### config.mk
export PLATFORM = sky130hd
export DESIGN_NAME = width_conv_fifo
export DESIGN_NICKNAME = d
export VERILOG_FILES = /design/src/rtl/width_conv_fifo.sv
export SDC_FILE = /design/constraint.sdc
export NUM_CORES = 1
export LEC_CHECK = 0
export ABC_AREA = 1
export CORE_MARGIN = 3
export CORE_UTILIZATION = 40
export DETAILED_ROUTE_END_ITERATION = 8
export GPL_ROUTABILITY_DRIVEN = 0
export GPL_TIMING_DRIVEN = 1
export PLACE_DENSITY = 0.6
export SLEW_MARGIN = 25
export SYNTH_ARGS = -nofsm -noshare
export SYNTH_HDL_FRONTEND = slang
export SYNTH_SLANG_ARGS = --single-unit
### constraint.sdc
create_clock -name clk -period 3.15 [get_ports clk]
set_input_delay 0.63 -clock clk [delete_from_list [all_inputs] [get_ports clk]]
set_output_delay 0.63 -clock clk [all_outputs]
set_load 0.005 [all_outputs]
### src/rtl/width_conv_fifo.sv
// width_conv_fifo
//   Single-clock FIFO between two power-of-two data widths. Storage is kept
//   in granules of min(WR_WIDTH, RD_WIDTH) bits, so narrowing and widening
//   share one datapath: a write stores WR_G granules, a read consumes RD_G.
//   Granule order is little-endian on both sides. Reads are first-word
//   fall-through.
//
// Ports
//   clk, rst_n             clock, synchronous active-low reset
//   flush_i                synchronous clear of all contents
//   wr_valid_i/wr_ready_o  write handshake, wr_data_i is WR_WIDTH bits
//   rd_valid_o/rd_ready_i  read handshake, rd_data_o is the head word
//   count_o                occupancy in granules
//   empty_o, full_o        count_o == 0 / count_o == capacity
module width_conv_fifo #(
    parameter int DEPTH_LG2 = 4,
    parameter int WR_WIDTH  = 32,
    parameter int RD_WIDTH  = 8,
    parameter bit RST_MEM   = 1'b0,
    localparam int MAXW  = (WR_WIDTH > RD_WIDTH) ? WR_WIDTH : RD_WIDTH,
    localparam int G     = (WR_WIDTH < RD_WIDTH) ? WR_WIDTH : RD_WIDTH,
    localparam int WR_G  = WR_WIDTH / G,
    localparam int RD_G  = RD_WIDTH / G,
    localparam int R_LG2 = $clog2(MAXW / G),
    localparam int AW    = DEPTH_LG2 + R_LG2,
    localparam int PW    = AW + 1,
    localparam int CAP   = 1 << AW
) (
    input  logic                clk,
    input  logic                rst_n,
    input  logic                flush_i,
    input  logic                wr_valid_i,
    input  logic [WR_WIDTH-1:0] wr_data_i,
    output logic                wr_ready_o,
    output logic                rd_valid_o,
    input  logic                rd_ready_i,
    output logic [RD_WIDTH-1:0] rd_data_o,
    output logic [PW-1:0]       count_o,
    output logic                empty_o,
    output logic                full_o
);

    localparam logic [PW-1:0] CAP_P  = PW'(CAP);
    localparam logic [PW-1:0] WR_GP  = PW'(WR_G);
    localparam logic [PW-1:0] RD_GP  = PW'(RD_G);

    logic [G-1:0]  mem_q [CAP];
    logic [PW-1:0] wr_ptr_q, wr_ptr_d;
    logic [PW-1:0] rd_ptr_q, rd_ptr_d;
    logic [PW-1:0] count_q, count_d;
    logic          wr_fire, rd_fire;

    // Flow control is decoded from the registered count only, so neither
    // handshake input reaches an output combinationally.
    assign wr_ready_o = (CAP_P - count_q) >= WR_GP;
    assign rd_valid_o = count_q >= RD_GP;
    assign empty_o    = (count_q == '0);
    assign full_o     = (count_q == CAP_P);
    assign count_o    = count_q;

    assign wr_fire = wr_valid_i & wr_ready_o;
    assign rd_fire = rd_valid_o & rd_ready_i;

    always_comb begin
        wr_ptr_d = wr_ptr_q;
        rd_ptr_d = rd_ptr_q;
        if (wr_fire) wr_ptr_d = wr_ptr_q + WR_GP;
        if (rd_fire) rd_ptr_d = rd_ptr_q + RD_GP;
        count_d = count_q + (wr_fire ? WR_GP : '0) - (rd_fire ? RD_GP : '0);
    end

    always_ff @(posedge clk) begin
        if (!rst_n || flush_i) begin
            wr_ptr_q <= '0;
            rd_ptr_q <= '0;
            count_q  <= '0;
        end else begin
            wr_ptr_q <= wr_ptr_d;
            rd_ptr_q <= rd_ptr_d;
            count_q  <= count_d;
        end
    end

    // WR_G and RD_G divide CAP and pointers advance in whole words, so a
    // word never straddles the address wrap; low pointer bits index directly.
    always_ff @(posedge clk) begin
        if (!rst_n || flush_i) begin
            if (RST_MEM) begin
                for (int i = 0; i < CAP; i++) mem_q[i] <= '0;
            end
        end else if (wr_fire) begin
            for (int i = 0; i < WR_G; i++)
                mem_q[wr_ptr_q[AW-1:0] + AW'(i)] <= wr_data_i[i*G +: G];
        end
    end

    always_comb begin
        rd_data_o = '0;
        for (int i = 0; i < RD_G; i++)
            rd_data_o[i*G +: G] = mem_q[rd_ptr_q[AW-1:0] + AW'(i)];
    end

`ifndef SYNTHESIS
    // Protocol warnings for the surrounding logic; they never stop the run.
    always @(posedge clk) begin
        if (rst_n && !flush_i) begin
            if (wr_valid_i && !wr_ready_o)
                $warning("width_conv_fifo: write requested without room");
            if (rd_ready_i && !rd_valid_o)
                $warning("width_conv_fifo: read requested with no full word");
        end
    end
`endif

endmodule

==> results, run 1 <==
- The run finished with clean final reports.
- The detail route stage leaves a number of antenna-violating nets equal to 0.
- STA puts the critical path data arrival time at approximately 2.4 ns.
- Walking the worst path, the cells encountered are buf_12 > buf_12 > buf_4 > inv_8 > nand2_1 > nand3_1 > nand3_1 > nand2_1 > nand2_1 > nand3_1 > nand3_2 > nand2_4 > clkdlybuf4s15_1.
- For this run, the number of Yosys warnings is 0.
- In this design, the stage delay of the slowest critical-path cell is between 0.3 and 0.4 ns.
- The clock tree synthesis step divided the H-tree into 2 levels.
- The tightest slew margin relative to the limit is between 30% and 40%.
- The post-synthesis cell type count is 32.
- Among all flip-flop cells after synthesis, the most frequent one is edfxtp_1.
- The number of DRC markers after the initial detailed-route iteration is 1412.
- The final HPWL from detailed placement is between 20000 and 30000 um.
- The number of antenna diodes in the final layout is 0.
- The starting density of the core is 40.8%.
- For this design the static power due to leakage is 9.33 nW.
- 56 I/O pins were placed.
- After synthesis the netlist holds a flip-flop and latch count of 535.
- The count of flip-flops with a built-in enable after synthesis is between 500 and 600.
- The category of the worst setup path capture point is an output pin.
- The clock tree from TritonCTS is yes.
- Of the available clock period, the critical path in the final layout requires 97.0%.
- The detailed-route wire length per cell is 20.8 um.
- The clock network power share is between 30% and 40%.
- For the final routed database, the setup TNS stands at 0 ns.
- The clock period could shrink to ~3.1 ns.
- The number of hold-slack violations in the final timing report came to 0.
- The first global-routing pass estimated between 80000 and 90000 um of wire.
- The data required time of the critical path is roughly 2.5 ns.
- The number of sinks handled by clock tree synthesis is between 500 and 600.
- The ratio of routed vias to standard cells is about 5.3.
- The number of CTS-inserted buffers is 56.
- The largest fanout on the critical path is 16.
- In this run the clock root is driven by a clkbuf_16.
- Setup violations remaining at the end of the flow were counted as 0.
- The sequential element share of the synthesized area is 71.6%.
- In this run, post-CTS hold repair placed 0 buffers.
- The die boundary height is between 200 and 250 um.
- Per report_power, the sequential group accounts for ~44% of the total.
- From synthesis to final layout, the design area changed by 17.7%.
- The start point of the worst min-delay path is rd_ptr_q[5]$_SDFFE_PP0N_.
- A synthesized cell averages between 10 and 15 um2.
- The number of slew-limit violations in the final report is 0.
- The first detailed-routing pass ran for 6 iterations.
- The number of global-route vias before repair is 14026.
- The largest net degree at the start of global routing is roughly 70.
- The global route total overflow is 0.
- The cell taking the most area after synthesis is edfxtp_1.
- Of the cells placed in the final design, the portion with a size suffix greater than 1 is 10.3%.
- After detailed routing, the number of remaining DRC violations is 0.
- The share of power burned in combinational logic is a little over a fifth.
- From left edge to right edge, the die measures 241 um.
- The startpoint class of the critical path is a flip-flop.
- The final clock skew is about 0.017 ns.
- The synthesized instance count is roughly 1900.
- Setup slack on the worst reg-to-reg path comes out at 0.34 ns.
- The number of port buffers is 55.
- The reg-to-reg critical path startpoint is count_o[4]$_SDFF_PP0_.
- The slew at the pin with the worst max-slew slack is approximately 1.0 ns.
- The power spent charging and discharging nets is slightly above 0.005 W.
- The area fraction of the dominant cell type after synthesis is between 60% and 70%.
- Across all layers, the routed design uses around 14000 vias.
- The power density of the placed cells is slightly below 700 nW/um2.
- The cell type of the slowest stage on the worst timing path is dfxtp_4.
- When the netlist entered floorplanning its net count stood at around 2000.
- The initial antenna violation count is 0.
- The proportion of total power due to net switching is 28.3%.
- The number of fillers in the final layout is ~4700.
- The worst setup path category is flip-flop to output pin.
- The area of the placeable core is 54200 um2.
- Across the run, the number of max-cap violations was 0.
- The clock passes through at most 3 buffers.
- The clock reaches the later pin of the worst-skew pair after about 0.60 ns.
- The floorplan die area is approximately 58000 um2.
- In the synthesized netlist the async set-or-reset flop fraction comes to 0%.
- After detailed placement, the total cell area comes to roughly 24000 um2.
- The number of rows in the core area is 85.
- The final instance area is 26000 um2.
- Internal power comes to between 0.01 and 0.015 W.
- The number of nets in the layout is 2033.
- By area the synthesized netlist is led by edfxtp_1 (70%), nand2_1 (11%), nand3_1 (10%).
- Setup repair after global routing could not meet its margin everywhere.
- The highest clock rate is around 330 MHz.
- IR analysis of the VDD net gives a maximum drop of around 0.74 mV.
- In this run the worst hold path is classified as flip-flop to flip-flop.
- In the global route stage, overall resource usage came out at between 10% and 20%.
- Clock-pin slew was measured on the worst setup and hold paths at roughly 0.070 ns.
- The routed design has 56400 um of wire.
- In this run the cell area of the synthesized design comes to 22100 um2.
path summary, 6_finish.rpt:
check | to | depth (start not counted)
worst min register to register | flip-flop | 2
worst max-delay path | rd_data_o[1] | 13
worst max register to register | count_o[5]$_SDFF_PP0_ | 18
worst min-delay path | flip-flop | 2
logic make-up (layout without fill, tap and decap cells):
| logic type | Yosys count | count (layout) | share of synthesized area (%) |
|---|---|---|---|
| compound gates | 28 | 28 | 0.690 |
| xor+xnor | 4 | 4 | 0.158 |
| fa+ha+maj | 15 | 15 | 0.883 |
| buf+inv | 146 | 271 | 3.92 |
| flops | 535 | 535 | 71.6 |
| simple gates | 1168 | 1168 | 22.7 |
timing repair:
action                     in CTS  in global routing
gates cloned                    7                  4
setup buffers                   9                  5
pin swaps                       1                 10
setup endpoints to repair       8                 10
resized for setup              27                 23
final cells by class:
type / count / area, um2 / share of cell area (%)
Clock buffer: 72 / 1570 / 6.03
Timing Repair Buffer: 136 / 1850 / 7.11
Clock inverter: 26 / 138 / 0.529
Sequential cell: 535 / 15800 / 60.9
Multi-Input combinational cell: 1215 / 5580 / 21.4
Inverter: 36 / 164 / 0.630
Tap cell: 696 / 871 / 3.35
Timing Repair inverter: 1 / 11.3 / 0.0433
cell usage after synthesis (all sizes together) (2+ instances only):
master and number:
clkbuf 13, edfxtp 512, ha 14, buf 97, inv 35, nor2 32
nor3 2, nand4 5, dfxtp 23, nand2 677, o21ai 10, xor2 3
a21oi 14, nand3 452
sequential cells by signal, indices dropped and copies added, names as in the netlist, named ones only:
name and flops:
mem_q 512, wr_ptr_q 4, count_o 7, rd_ptr_q 6
worst max-delay path, delay by kind of cell, from the launching register on:
family | cells | cell delay [ns]
flops | 1 | 0.35
buf+inv | 5 | 0.80
simple gates | 8 | 0.70
stage by stage:
step	instances	util, %	total power, W	worst slack, ns	hold WS (ns)
after floorplan	1896	-	0.0106	0.116	0.459
after global placement	2594	43.9	0.0116	0.248	0.506
after detailed placement	2594	43.9	0.0117	0.258	0.504
after CTS	2708	47.6	0.0181	-0.226	0.520
after global routing	2717	48.0	0.0189	-0.0699	0.555
final	2717	48.0	0.0180	0.0958	0.524
power groups by stage:
stage	clock network (W)	registers (W)	logic, W
after floorplan	0	0.00811	0.00245
after global placement	0	0.00815	0.00347
after CTS	0.00627	0.00799	0.00380
after global routing	0.00657	0.00800	0.00436
after detailed placement	0	0.00815	0.00351
final	0.00615	0.00799	0.00390
placed cells by master, fill, tap and decap left out, types with 3 or more instances in the layout:
master,n
nand2_1,666
edfxtp_1,512
nand3_1,448
clkbuf_16,65
clkdlybuf4s50_1,47
buf_12,30
buf_4,30
inv_1,29
dfxtp_1,20
nor2_4,17
ha_1,14
a21oi_1,13
nor2_1,12
clkinv_1,12
clkbuf_1,11
o21ai_0,10
nand2_2,8
buf_16,8
clkinv_2,7
buf_6,5
inv_2,4
inv_4,4
nand3_2,4
clkbuf_2,4
nor2_2,3
nand4_1,3
nand2_4,3
xor2_1,3
bufbuf_16,3
routing by layer:
layer  GRT usage (%)  wire, um  up-vias  share of wire (%)
li1                -         -     6823                  -
met1            27.2     24400     7079                 43
met2            31.4     26900      482                 48
met3            3.26      3990       69                7.1
met4            5.78      1110        0                2.0
met5               0         0        -                  0
Note: power is estimated with default switching activity, not from simulation.
==> run 2: changes to the inputs <==
Settings changed: CTS_CLUSTER_SIZE from default to 40, HOLD_SLACK_MARGIN from default to 0.08, PLACE_DENSITY 0.6 to default, PLACE_DENSITY_LB_ADDON from default to 0.1.
==> run 2 against run 1 <==
Effect of this change:
- die area unchanged
- register-to-register slack got worse by 0.02 ns
- combinational power increased by 7.2%
- sequential share of layout area decreased by 1.4 points
- clock-buffer cell count decreased by 3
- first-iteration DRC count decreased by 13%
- clock power increased by 15%
- total power increased by 6.6%
- global-route usage increased by 1.9 points
- setup slack got worse by 0.035 ns
- largest cell class unchanged
- highest routed layer is now met5
==> results, run 2 (synthesized netlist as in run 1, its figures left out) <==
- TritonCTS built the clock tree.
- The number of fillers in the final layout is 4848 (+2.6%).
- The non-filler instance count after layout is 2737 (+0.74%).
- The number of slew-limit violations in the final report is 0 (unchanged).
- The die boundary height is 241 um (unchanged).
- The first-pass iteration count of the detailed router came to 5 (-1).
- Leaving out fill and tap cells, the most frequent cells in the layout are nand2_1 (666), edfxtp_1 (512), nand3_1 (439).
- The data required time of the critical path is 2.52 ns (about the same).
- The width of the chip was 241 um (unchanged).
- The clock slew at the register clock pins of the worst setup and hold paths is 0.06 ns (about the same).
- The hold buffer count at CTS is 0 (unchanged).
- The number of placed instances with taps included is 2597 (+0.12%).
- The type of the worst min-delay path is flip-flop to flip-flop.
- The worst setup path is launched from a flip-flop.
- The largest fanout on the critical path was 19 (+3).
- The cell at the root of the clock tree is clkbuf_16.
- The flip-flop count of the largest register after layout came to 512 (unchanged).
- The largest net degree at the start of global routing is 41 (-43%).
- The starting density of the core came to 40.8% (unchanged).
- The final clock skew is 0.0173 ns (+0.000187 ns).
- The post-detailed-route DRC marker count is 0 (unchanged).
- The portion of the clock cycle consumed by the worst path in the final layout came to 98.1% (+1.1 points).
- The worst setup path is captured at an output pin.
- The ratio of routed vias to standard cells came to 5.30 (-0.37%).
- The area of the placeable core came to 54200 um2 (unchanged).
- The initial antenna violation count is 4 (+4).
- The register with the most flip-flops in the final layout is mem_q.
- The via total after detailed routing is 14505 (+0.36%).
- The number of rows in the core area is 85 (unchanged).
- The number of CTS-inserted buffers is 58 (+3.6%).
- The layout cell share with drive strength beyond 1 was 11.5% (+1.2 points).
- The number of sinks handled by clock tree synthesis came to 535 (unchanged).
- The wire length of the first global-routing pass is 91800 um (+7.6%).
- The arrival time at the worst endpoint is 2.46 ns (+0.04 ns).
- The count of cells along the worst hold path is 2 (unchanged).
- The total number of H-tree levels is 2 (unchanged).
- By startpoint and endpoint, the worst setup path is classified as flip-flop to output pin.
- The number of antenna-violating nets in the routed design is 0 (unchanged).
- The clock latency reported for the late side of the worst-skew pair is 0.62 ns (+0.02 ns).
- The slew at the pin with the worst max-slew slack is 0.849 ns (-0.190 ns).
- The highest clock rate came to 324 MHz (-1.1%).
- The total design power is 0.0192 W (+6.6%).
- In this run the critical register-to-register path is launched from count_o[4]$_SDFF_PP0_.
- The number of nets in the layout was 2045 (+0.59%).
- The final-report setup violation count was 0 (unchanged).
- The start point of the worst min-delay path is rd_ptr_q[4]$_SDFFE_PP0N_.
- The path depth of the worst reg2reg path is 18 (unchanged).
- The setup TNS after final layout was 0 ns (unchanged).
- The number of top-level pins is 56 (unchanged).
- The final critical-path required period is 3.09 ns (+0.0354 ns).
- The peak supply drop is 0.463 mV (-37%).
- The tightest slew margin relative to the limit came to 43.3% (+13 points).
- The endpoint identified for the worst register-to-register timing path is count_o[5]$_SDFF_PP0_.
- The final HPWL from detailed placement was 31800 um (+7.9%).
- The number of hold-slack violations in the final timing report is 0 (unchanged).
- The total length of routed wires is 61700 um (+9.4%).
- The power density of the placed cells came to 722 nW/um2 (+4.2%).
- The leakage power came to 9.60 nW (+2.9%).
- The global-route total usage across every layer came to 21.4% (+1.9 points).
- The number of port buffers is 55 (unchanged).
- The register-to-register setup slack is 0.32 ns (-0.02 ns).
- The layout-stage area growth over the synthesis result is 20.4%.
- The run finished with clean final reports.
- The floorplan die area came to 58100 um2 (unchanged).
- The worst-case clock buffer depth is 3 (unchanged).
- Setup repair after global routing could not meet its margin everywhere.
- The global route total overflow is 0 (unchanged).
- The detailed-route wire length per cell was 22.5 um (+8.6%).
- The library cell used most frequently in the layout, excluding fill and tap cells, is nand2_1.
- The smallest hold slack is 0.503 ns (-0.0207 ns).
- The number of global-route vias before repair is 14165 (+0.99%).
- The number of DRC markers after the initial detailed-route iteration is 1234 (-13%).
- The count of maximum capacitance violations is 0 (unchanged).
-- run 2: per-stage QoR --
| step | cell area, um2 | utilization (%) | worst slack, ns |
|---|---|---|---|
| after detailed placement | 23800 | 44.0 | 0.183 |
| after CTS | 26400 | 48.6 | -0.103 |
| after global routing | 26600 | 49.1 | -0.0387 |
| final | 26600 | 49.1 | 0.0604 |
| after global placement | 23800 | 44.0 | 0.231 |
| after floorplan | 22100 | - | 0.116 |
-- run 2: cell type report --
| class | instances | area (um2) | share of cell area [%] |
|---|---|---|---|
| clock buffer | 69 | 1510 | 5.68 |
| clock inverter | 36 | 445 | 1.67 |
| timing repair buffer | 146 | 2160 | 8.11 |
| tap | 696 | 871 | 3.27 |
| multi-input combinational | 1215 | 5630 | 21.1 |
| inverter | 36 | 155 | 0.582 |
| sequential | 535 | 15800 | 59.5 |
| timing repair inverter | 1 | 8.76 | 0.0329 |
| antenna | 3 | 7.51 | 0.0282 |
-- run 2: how the worst max path moves through the flow --
| stage | startpoint | end | slack, ns | cells after the start |
|---|---|---|---|---|
| after floorplan | count_o[4]$_SDFF_PP0_ | mem_q[0][0]$_DFFE_PP_ | 0.12 | 10 |
| after global placement | flip-flop | rd_data_o[0] | 0.23 | 11 |
| after detailed placement | flip-flop | rd_data_o[5] | 0.18 | 12 |
| after CTS | flip-flop | rd_data_o[1] | -0.10 | 12 |
| after global routing | flip-flop | rd_data_o[2] | -0.04 | 12 |
| final | flip-flop | rd_data_o[2] | 0.06 | 12 |
-- run 2: worst max-delay path, stage by stage, from the launching register on --
cell and delay [ns]:
dfxtp_4 0.41, inv_12 0.12, clkbuf_16 0.19, clkbuf_16 0.20
nand2_1 0.07, nand3_1 0.08, nand3_1 0.07, nand2_1 0.08
nand2_1 0.05, nand3_1 0.10, nand3_2 0.10, nand2_4 0.16
clkdlybuf4s15_2 0.22
-- run 2: metal layers --
metal | GRT usage (%) | up-vias | routed length [um]
li1 | - | 6861 | -
met1 | 31.4 | 7152 | 28000
met2 | 33.1 | 392 | 28200
met3 | 3.63 | 96 | 3850
met4 | 5.76 | 4 | 1570
met5 | 0 | - | 26
-- run 2: report_power, final --
| part | switching (W) | total, W | internal (W) |
|---|---|---|---|
| Sequential | 0.0000892 | 0.00799 | 0.00790 |
| Clock | 0.00277 | 0.00706 | 0.00429 |
| Combinational | 0.00249 | 0.00418 | 0.00169 |
-- run 2: repair_timing --
item | 4_1_cts | 5_1_grt
gates resized for setup | 59 | 28
pin swaps | 6 | 9
gates cloned | 10 | 5
endpoints found under the setup margin | 8 | 9
buffers inserted | 12 | 6
==> run 3: changes to the inputs <==
Settings changed: SKIP_CTS_REPAIR_TIMING from default to 1.
==> run 3 against run 2 <==
Effect of this change:
- the run now ends with setup timing left
- design area grew 0.16%
- clock power barely moved
- first-iteration DRC count rose by 4.4%
- total power about the same
- fmax fell by 4.0%
- sequential share of layout area fell by 0.092 points
- global-route usage decreased by 0.70 points
- clock-buffer cell count unchanged
- critical endpoint unchanged
==> results, run 3 (synthesized netlist as in run 1, its figures left out) <==
- The highest clock rate is 311 MHz (-4.0%).
- The final-report setup violation count is 3 (+3).
- The number of sinks handled by clock tree synthesis is 535 (unchanged).
- The worst-case clock buffer depth is 3 (unchanged).
- The data required time of the critical path came to 2.52 ns (about the same).
- The number of slew-limit violations in the final report was 0 (unchanged).
- The wire length of the first global-routing pass is 89400 um (-2.6%).
- From synthesis to final layout, the design area changed by 20.6%.
- The clock slew at the register clock pins of the worst setup and hold paths is 0.06 ns (about the same).
- The register-to-register setup slack is 0.33 ns (about the same).
- The largest net degree at the start of global routing is 52 (+27%).
- STA classifies the critical path startpoint as a flip-flop.
- The total number of H-tree levels is 2 (unchanged).
- The tightest slew margin relative to the limit is 47.2% (+3.9 points).
- Setup repair after global routing could not meet its margin everywhere.
- The final worst-path setup slack is -0.0691 ns (-0.129 ns).
- The number of global-route vias before repair is 13967 (-1.4%).
- The post-detailed-route DRC marker count is 0 (unchanged).
- The critical path goes through buf_6 > clkinv_8 > buf_16 > buf_4 > clkbuf_16 > nand2_1 > nand3_1 > nand3_1 > nand2_1 > nand2_1 > nand3_1 > nand3_1 > nand2_2 > dlymetal6s2s_1.
- The slew at the pin with the worst max-slew slack was 0.790 ns (-0.0594 ns).
- The stage delay of the slowest cell on the critical path was 0.41 ns (about the same).
- The most numerous cell type found on the critical path is nand3_1.
- The number of DRC markers after the initial detailed-route iteration is 1288 (+4.4%).
- The count of maximum capacitance violations is 0 (unchanged).
- The global route total overflow is 0 (unchanged).
- The clock latency reported for the late side of the worst-skew pair was 0.61 ns (about the same).
- The starting density of the core came to 40.8% (unchanged).
- The total design power is 0.0192 W (about the same).
- The number of nets in the layout was 2057 (+0.59%).
- The final critical-path required period is 3.22 ns (+0.129 ns).
- In this run the worst hold path is classified as flip-flop to flip-flop.
- The library cells used most frequently in the layout, excluding fill and tap cells, are nand2_1 (667), edfxtp_1 (512), nand3_1 (442).
- The number of hold-slack violations in the final timing report is 0 (unchanged).
- The global-route total usage across every layer is 20.7% (-0.70 points).
- The total length of routed wires is 62100 um (+0.57%).
- The peak supply drop is 0.466 mV (+0.72%).
- The via total after detailed routing is 14589 (+0.58%).
- The largest fanout on the critical path is 13 (-6).
- Leaving out fill and tap cells, the most frequent cell in the layout is nand2_1.
- The area taken by multi-input logic gates is 5600 um2 (-0.49%).
- The width of the chip is 241 um (unchanged).
- The number of CTS-inserted buffers is 58 (unchanged).
- mem_q holds more flip-flops than any other register.
- The leakage power was 9.65 nW (+0.55%).
- The smallest hold slack was 0.503 ns (-0.000207 ns).
- The power density of the placed cells is 721 nW/um2 (-0.17%).
- The critical path is of the flip-flop to output pin type.
- The portion of the clock cycle consumed by the worst path in the final layout was 102% (+4.1 points).
- The die boundary height is 241 um (unchanged).
- The category of the worst setup path capture point is an output pin.
- The ratio of routed vias to standard cells was 5.31 (+0.14%).
- The footprint of the flip-flops and latches is 15800 um2 (unchanged).
- The number of antenna-violating nets in the routed design was 0 (unchanged).
- TritonCTS built the clock tree.
- The checks that failed: setup timing.
- The first-pass iteration count of the detailed router was 5 (unchanged).
- The number of top-level pins is 56 (unchanged).
- The arrival time at the worst endpoint is 2.59 ns (+0.13 ns).
- The initial antenna violation count is 5 (+1).
- The number of rows in the core area is 85 (unchanged).
- The utilization after layout is 49.2% (+0.076 points).
- The number of fillers in the final layout is 4833 (-0.31%).
- The number of port buffers was 55 (unchanged).
- The flow ran to the end, but the final reports show violations.
- The final clock skew was 0.0173 ns (+0.0000355 ns).
- The cell at the root of the clock tree is clkbuf_16.
- The final HPWL from detailed placement was 31800 um (unchanged).
- The layout cell share with drive strength beyond 1 is 11.7% (+0.18 points).
- The detailed-route wire length per cell was 22.6 um (+0.13%).
- The area of the placeable core is 54200 um2 (unchanged).
- The pre-CTS worst setup slack is 0.183 ns (unchanged).
- The floorplan die area is 58100 um2 (unchanged).
- The flip-flop count of the largest register after layout came to 512 (unchanged).
- The cell type of the slowest stage on the worst timing path is dfxtp_4.
## run 3: layout make-up
class / count / area share (%)
Clock inverter: 36 / 1.67
Clock buffer: 69 / 5.68
Tap cell: 696 / 3.26
Inverter: 36 / 0.563
Multi-Input combinational cell: 1215 / 21.0
Antenna cell: 3 / 0.0281
Timing Repair inverter: 1 / 0.0328
Sequential cell: 535 / 59.4
Timing Repair Buffer: 158 / 8.37
## run 3: metal layers
| metal | part of all wire, % | track usage, % | wire, um |
|---|---|---|---|
| met4 | 2.6 | 5.63 | 1630 |
| met1 | 45 | 30.2 | 28100 |
| met5 | 0.058 | 0 | 36 |
| met3 | 6.4 | 3.36 | 3990 |
| met2 | 46 | 32.3 | 28300 |
## run 3: worst paths after layout
check                            from               endpoint  cells after the start
max                         flip-flop           rd_data_o[2]                     14
min          rd_ptr_q[4]$_SDFFE_PP0N_              flip-flop                      2
max reg2reg     count_o[4]$_SDFF_PP0_  count_o[5]$_SDFF_PP0_                     18
min reg2reg  rd_ptr_q[4]$_SDFFE_PP0N_              flip-flop                      2
## run 3: power by group
| part | switching, W | internal, W | total, W |
|---|---|---|---|
| sequential | 0.0000818 | 0.00790 | 0.00799 |
| clock | 0.00275 | 0.00430 | 0.00705 |
| combinational | 0.00251 | 0.00169 | 0.00420 |
## run 3: stage by stage
stage               TNS, ns  std cells  area [um2]
global route         -0.669       2746       26700
floorplan                 0       1896       22100
global placement          0       2597       23800
finish               -0.108       2749       26700
CTS                   -3.21       2702       25800
detailed placement        0       2597       23800
## run 3: critical path: cells and delay by family, from the launching register on
| family | cells | cell delay, ns |
|---|---|---|
| and+or+nand+nor | 8 | 0.70 |
| buffers and inverters | 6 | 0.89 |
| DFF | 1 | 0.41 |
